==> src/rtl/risc_fetch_buffer.sv <==
// risc_fetch_buffer: instruction prefetch buffer between a synchronous ROM and
// the controller. It issues one ROM read per cycle while the FIFO has room,
// keeps the returned words tagged with their address, and supports branch
// redirects and halting.
// Optional build macro: RISC_FETCH_STALL_CNT_EN builds the saturating stall
// counter. Without it, stall_count is tied to zero.
module risc_fetch_buffer #(
  parameter int         DEPTH    = 4,
  parameter logic [5:0] RESET_PC = 6'd0
) (
  input  logic        clk,
  input  logic        reset,
  output logic [5:0]  address_to_rom,
  output logic        enable_to_rom,
  input  logic [15:0] data_from_rom,
  output logic        instr_valid,
  output logic [15:0] instr_data,
  output logic [5:0]  instr_pc,
  input  logic        instr_ready,
  input  logic        redirect_valid,
  input  logic [5:0]  redirect_addr,
  input  logic        halt_req,
  output logic [15:0] stall_count
);

  localparam int PW = $clog2(DEPTH);
  localparam int CW = PW + 1;
  localparam int OW = CW + 1;

  typedef enum logic [1:0] {S_RUN, S_FLUSH, S_HALT} state_e;

  typedef struct packed {
    logic [5:0]  pc;
    logic [15:0] data;
  } entry_t;

  state_e          state_q;
  logic [5:0]      pc_q;
  logic            en_q;
  logic [5:0]      addr_q;
  logic            rsp_q;
  logic [5:0]      rsp_pc_q;

  entry_t          mem_q [DEPTH];
  logic [PW-1:0]   rd_ptr_q, wr_ptr_q;
  logic [CW-1:0]   count_q, count_d;

  logic [OW-1:0]   occ;
  logic            strobe;
  logic            push;
  logic            pop;
  entry_t          head;

  // Buffered entries plus reads whose data has not landed yet. A read is
  // outstanding for two cycles: the strobe cycle (en_q) and the data cycle
  // (rsp_q), so both must reserve a slot.
  assign occ    = OW'(count_q) + OW'(en_q) + OW'(rsp_q);
  assign strobe = (state_q == S_RUN) && !redirect_valid && !halt_req &&
                  (occ < OW'(DEPTH));

  // The data cycle of a read coincides with FLUSH for reads issued before a
  // redirect, so those words are dropped; a redirect also drops the word
  // arriving in its own cycle.
  assign push = rsp_q && (state_q != S_FLUSH) && !redirect_valid;
  assign pop  = instr_valid && instr_ready && !redirect_valid;

  assign enable_to_rom  = en_q;
  assign address_to_rom = addr_q;

  // Empty FIFO presents zeros rather than stale storage.
  assign head        = mem_q[rd_ptr_q];
  assign instr_valid = (count_q != '0);
  assign instr_data  = instr_valid ? head.data : 16'h0000;
  assign instr_pc    = instr_valid ? head.pc   : 6'd0;

  // Occupancy next-state: simultaneous push and pop cancel out.
  always_comb begin
    count_d = count_q;
    case ({push, pop})
      2'b10:   count_d = count_q + CW'(1);
      2'b01:   count_d = count_q - CW'(1);
      default: count_d = count_q;
    endcase
  end

  // Fetch FSM with the registered ROM strobe/address and the read pipeline.
  always_ff @(posedge clk or negedge reset) begin
    if (!reset) begin
      state_q  <= S_RUN;
      pc_q     <= RESET_PC;
      en_q     <= 1'b0;
      addr_q   <= 6'd0;
      rsp_q    <= 1'b0;
      rsp_pc_q <= 6'd0;
    end else begin
      en_q     <= strobe;
      rsp_q    <= en_q;
      rsp_pc_q <= addr_q;
      if (strobe) begin
        addr_q <= pc_q;
        pc_q   <= pc_q + 6'd1;
      end
      case (state_q)
        S_RUN: begin
          if (redirect_valid) begin
            state_q <= S_FLUSH;
            pc_q    <= redirect_addr;
          end else if (halt_req) begin
            state_q <= S_HALT;
          end
        end
        S_FLUSH: begin
          if (redirect_valid) begin
            state_q <= S_FLUSH;
            pc_q    <= redirect_addr;
          end else begin
            state_q <= halt_req ? S_HALT : S_RUN;
          end
        end
        S_HALT: begin
          if (redirect_valid) begin
            state_q <= S_FLUSH;
            pc_q    <= redirect_addr;
          end else if (!halt_req) begin
            state_q <= S_RUN;
          end
        end
        default: state_q <= S_RUN;
      endcase
    end
  end

  // FIFO pointers and occupancy; a redirect empties the buffer outright.
  always_ff @(posedge clk or negedge reset) begin
    if (!reset) begin
      rd_ptr_q <= '0;
      wr_ptr_q <= '0;
      count_q  <= '0;
    end else if (redirect_valid) begin
      rd_ptr_q <= '0;
      wr_ptr_q <= '0;
      count_q  <= '0;
    end else begin
      if (push) wr_ptr_q <= wr_ptr_q + 1'b1;
      if (pop)  rd_ptr_q <= rd_ptr_q + 1'b1;
      count_q <= count_d;
    end
  end

  // Storage: the returned word is tagged with the address it was read from.
  always_ff @(posedge clk) begin
    if (push) mem_q[wr_ptr_q] <= '{pc: rsp_pc_q, data: data_from_rom};
  end

`ifdef RISC_FETCH_STALL_CNT_EN
  logic [15:0] stall_q;

  // Count cycles the controller was ready but had nothing to take.
  always_ff @(posedge clk or negedge reset) begin
    if (!reset) begin
      stall_q <= 16'h0000;
    end else if (instr_ready && !instr_valid && (stall_q != 16'hFFFF)) begin
      stall_q <= stall_q + 16'd1;
    end
  end

  assign stall_count = stall_q;
`else
  assign stall_count = 16'h0000;
`endif

endmodule

==> config.mk <==
export PLATFORM = sky130hd
export DESIGN_NAME = risc_fetch_buffer
export DESIGN_NICKNAME = d
export VERILOG_FILES = /design/src/rtl/risc_fetch_buffer.sv
export SDC_FILE = /design/constraint.sdc
export NUM_CORES = 1
export LEC_CHECK = 0
export CORE_MARGIN = 2
export CORE_UTILIZATION = 54
export DETAILED_ROUTE_END_ITERATION = 6
export MAX_ROUTING_LAYER = met4
export PLACE_DENSITY_LB_ADDON = 0.25
export SYNTH_ARGS = -nofsm -noshare
export SYNTH_HDL_FRONTEND = slang
export SYNTH_SLANG_ARGS = --single-unit
==> constraint.sdc <==
create_clock -name clk -period 2.9 [get_ports clk]
set_input_delay 0.58 -clock clk [delete_from_list [all_inputs] [get_ports clk]]
set_output_delay 0.58 -clock clk [all_outputs]
set_load 0.1 [all_outputs]
==> results.ini <==
[global_routing]
met2_usage=0.315
antenna_found_initial=0
gr-total-overflow=0
grt_first_pass_wirelength_um=13200
grt_usage=0.187
met3_usage=0.0608
gr-usage-met1=0.219
grt_max_degree=30
grt_pass1_vias=2652
grt.busiest_layer=met2

[clock_network]
cts.htree.levels=4
clockBufferDepth=2
cts_hold_buf=0
clock_latency_ns=0.50
cts_inserted_buffers=17
cts_root_buf=clkbuf_8
clk_pin_slew_worst_paths_ns=0.05
tritoncts=done
clock-sinks=117

[floorplanning]
num_io_pins=73
dieArea_sq_mm=0.00964
core.rowCount=34
start_util=0.552
fp.coreArea_sq_mm=0.00868
die_h_um=98.2
die_w_um=98.2

[sta]
slew_viol_final=0
layout_min_cycle_time_ns=2.81
fin_skew_ns=0.00675
setup_tns_ns=0
holdWs_ns=0.405
maxSlewHeadroom=0.616
fmax_mhz=356
setup_viol=0
hold_viol_final=0
rsz0062_at_grt=false
post-route-period-util=0.969
worstMarginPinSlew_ns=0.571

[synthesis]
ys_warn_count=0
netlist_instances=270
netlist_area_sq_mm=0.00479
yosysTopAreaCellShare=0.551
ys_types=36
ys_seq_area_frac=0.703
ys_seq_elements=117
yosysTopAreaCell=edfxtp_1
synth_area_leaders=edfxtp_1 (55%), dfrtp_1 (15%), mux4_2 (10%)
avgSynthCellArea_sq_um=17.7

[layout]
nNetsFinal=377
antenna_cells=0
drive_above_1_share=0.298
utilization=0.732
area_growth_pct=32.5
layout_commonest_cell=edfxtp_1
most-common-layout-cells=edfxtp_1 (88), dfrtp_1 (28), and2_1 (26), clkdlybuf4s50_1 (26), buf_12 (25)
final_cells=464

[worst_setup_path]
worstPathArrival_ns=2.23
critPathRequiredTime_ns=2.32
r2r_setup_slack_ns=0.51
end_kind=output port
path_class=register to output port
crit_path_max_fanout=25
start_kind=register

[routing]
dr.pass1.iters=4
wl_per_cell_um=17.0
vias=2472
wl_um=7900
drt-initial-drc-count=95
route.detailed.drc=0
ant_nets=0
viasPerCell=5.33

[placed_design]
portBuffers=56
gp_congestion=0.841
dp_cells=432
place_hpwl_um=4820

[hold_path]
hold_path_class=register to register

[status]
status=finished, final reports clean

[job]
cap_violations=0

==> synth_stat cells <==
master,n
a2111oi_2,3
a211oi_1,2
a211oi_2,1
a21boi_0,1
a21o_1,1
a21oi_1,2
a31oi_1,1
and2_1,26
and3_1,1
and4_1,1
buf_2,2
buf_4,16
buf_6,1
clkbuf_1,8
conb_1,1
dfrtp_1,29
edfxtp_1,88
fa_1,1
ha_1,6
inv_1,5
mux2_2,8
mux2i_1,3
mux4_2,22
nand2_1,7
nand2b_1,4
nand3_1,3
nor2_1,8
nor2b_1,2
o21ai_0,1
o21ai_1,4
o31a_1,1
o31ai_1,1
or3_1,1
or4_4,1
xnor2_1,6
xor2_1,2
==> path summary, 6_finish.rpt <==
kind | from | end | cells after the start
hold / removal | address_to_rom[1] | rsp_pc_q[1] | 0
hold reg to reg | address_to_rom[1] | rsp_pc_q[1] | 0
setup / recovery | count_q[1] | instr_data[10] | 3
setup reg to reg | count_q[1] | count_q[2] | 6
max in group asynchronous | reset | rd_ptr_q[0] | 2
min in group asynchronous | reset | pc_q[1] | 2
==> final cells by class <==
class / count / area (sq um)
Sequential cell: 117 / 3370
Fill cell: 536 / 2330
Multi-Input combinational cell: 136 / 1290
Timing Repair Buffer: 66 / 873
Clock buffer: 20 / 435
Clock inverter: 12 / 225
Tap cell: 108 / 135
Inverter: 5 / 18.8
==> kinds of logic after synthesis <==
family	after synthesis	synth area share
and+or+nand+nor	54	0.0634
DFF	117	0.703
xor gates and xnor gates	8	0.0146
AOI/OAI and AO/OA	18	0.0303
adders and majority gates	7	0.0198
muxes	33	0.128
other	1	0.000783
buffers and inverters	32	0.0397
==> repair_timing <==
| item | CTS | global route |
|---|---|---|
| buffers inserted | 0 | 0 |
| pin swaps | 0 | 0 |
| resized for setup | 1 | 1 |
| endpoints found under the setup margin | 22 | 18 |
==> through the flow <==
stage | worst slack (ns) | area [sq um]
6_report | 0.0892 | 6350
4_1_cts | 0.0284 | 6350
2_1_floorplan | 0.124 | 4850
5_1_grt | 0.00260 | 6350
3_3_place_gp | 0.418 | 5690
3_5_place_dp | 0.375 | 5690
==> sequential cells by signal, indices dropped and copies added (netlist names) <==
signal          count
state_q             2
pc_q                6
mem_q              88
rd_ptr_q            2
count_q             3
rsp_pc_q            6
enable_to_rom       1
address_to_rom      6
wr_ptr_q            2
rsp_q               1
==> worst max-delay path: stages, from the launching register on <==
cell,delay [ns]
dfrtp_1,0.51
or3_2,0.77
and2_1,0.28
buf_12,0.17
==> routing by layer <==
| layer | part of all wire | vias to the layer above |
|---|---|---|
| li1 | - | 1142 |
| met1 | 0.41 | 1267 |
| met2 | 0.54 | 59 |
| met4 | 0.0067 | 0 |
| met3 | 0.043 | 4 |
| met5 | 0 | - |
Power is not shown: default switching activity piles up to over one toggle a cycle in this logic, so the estimate is an artifact.
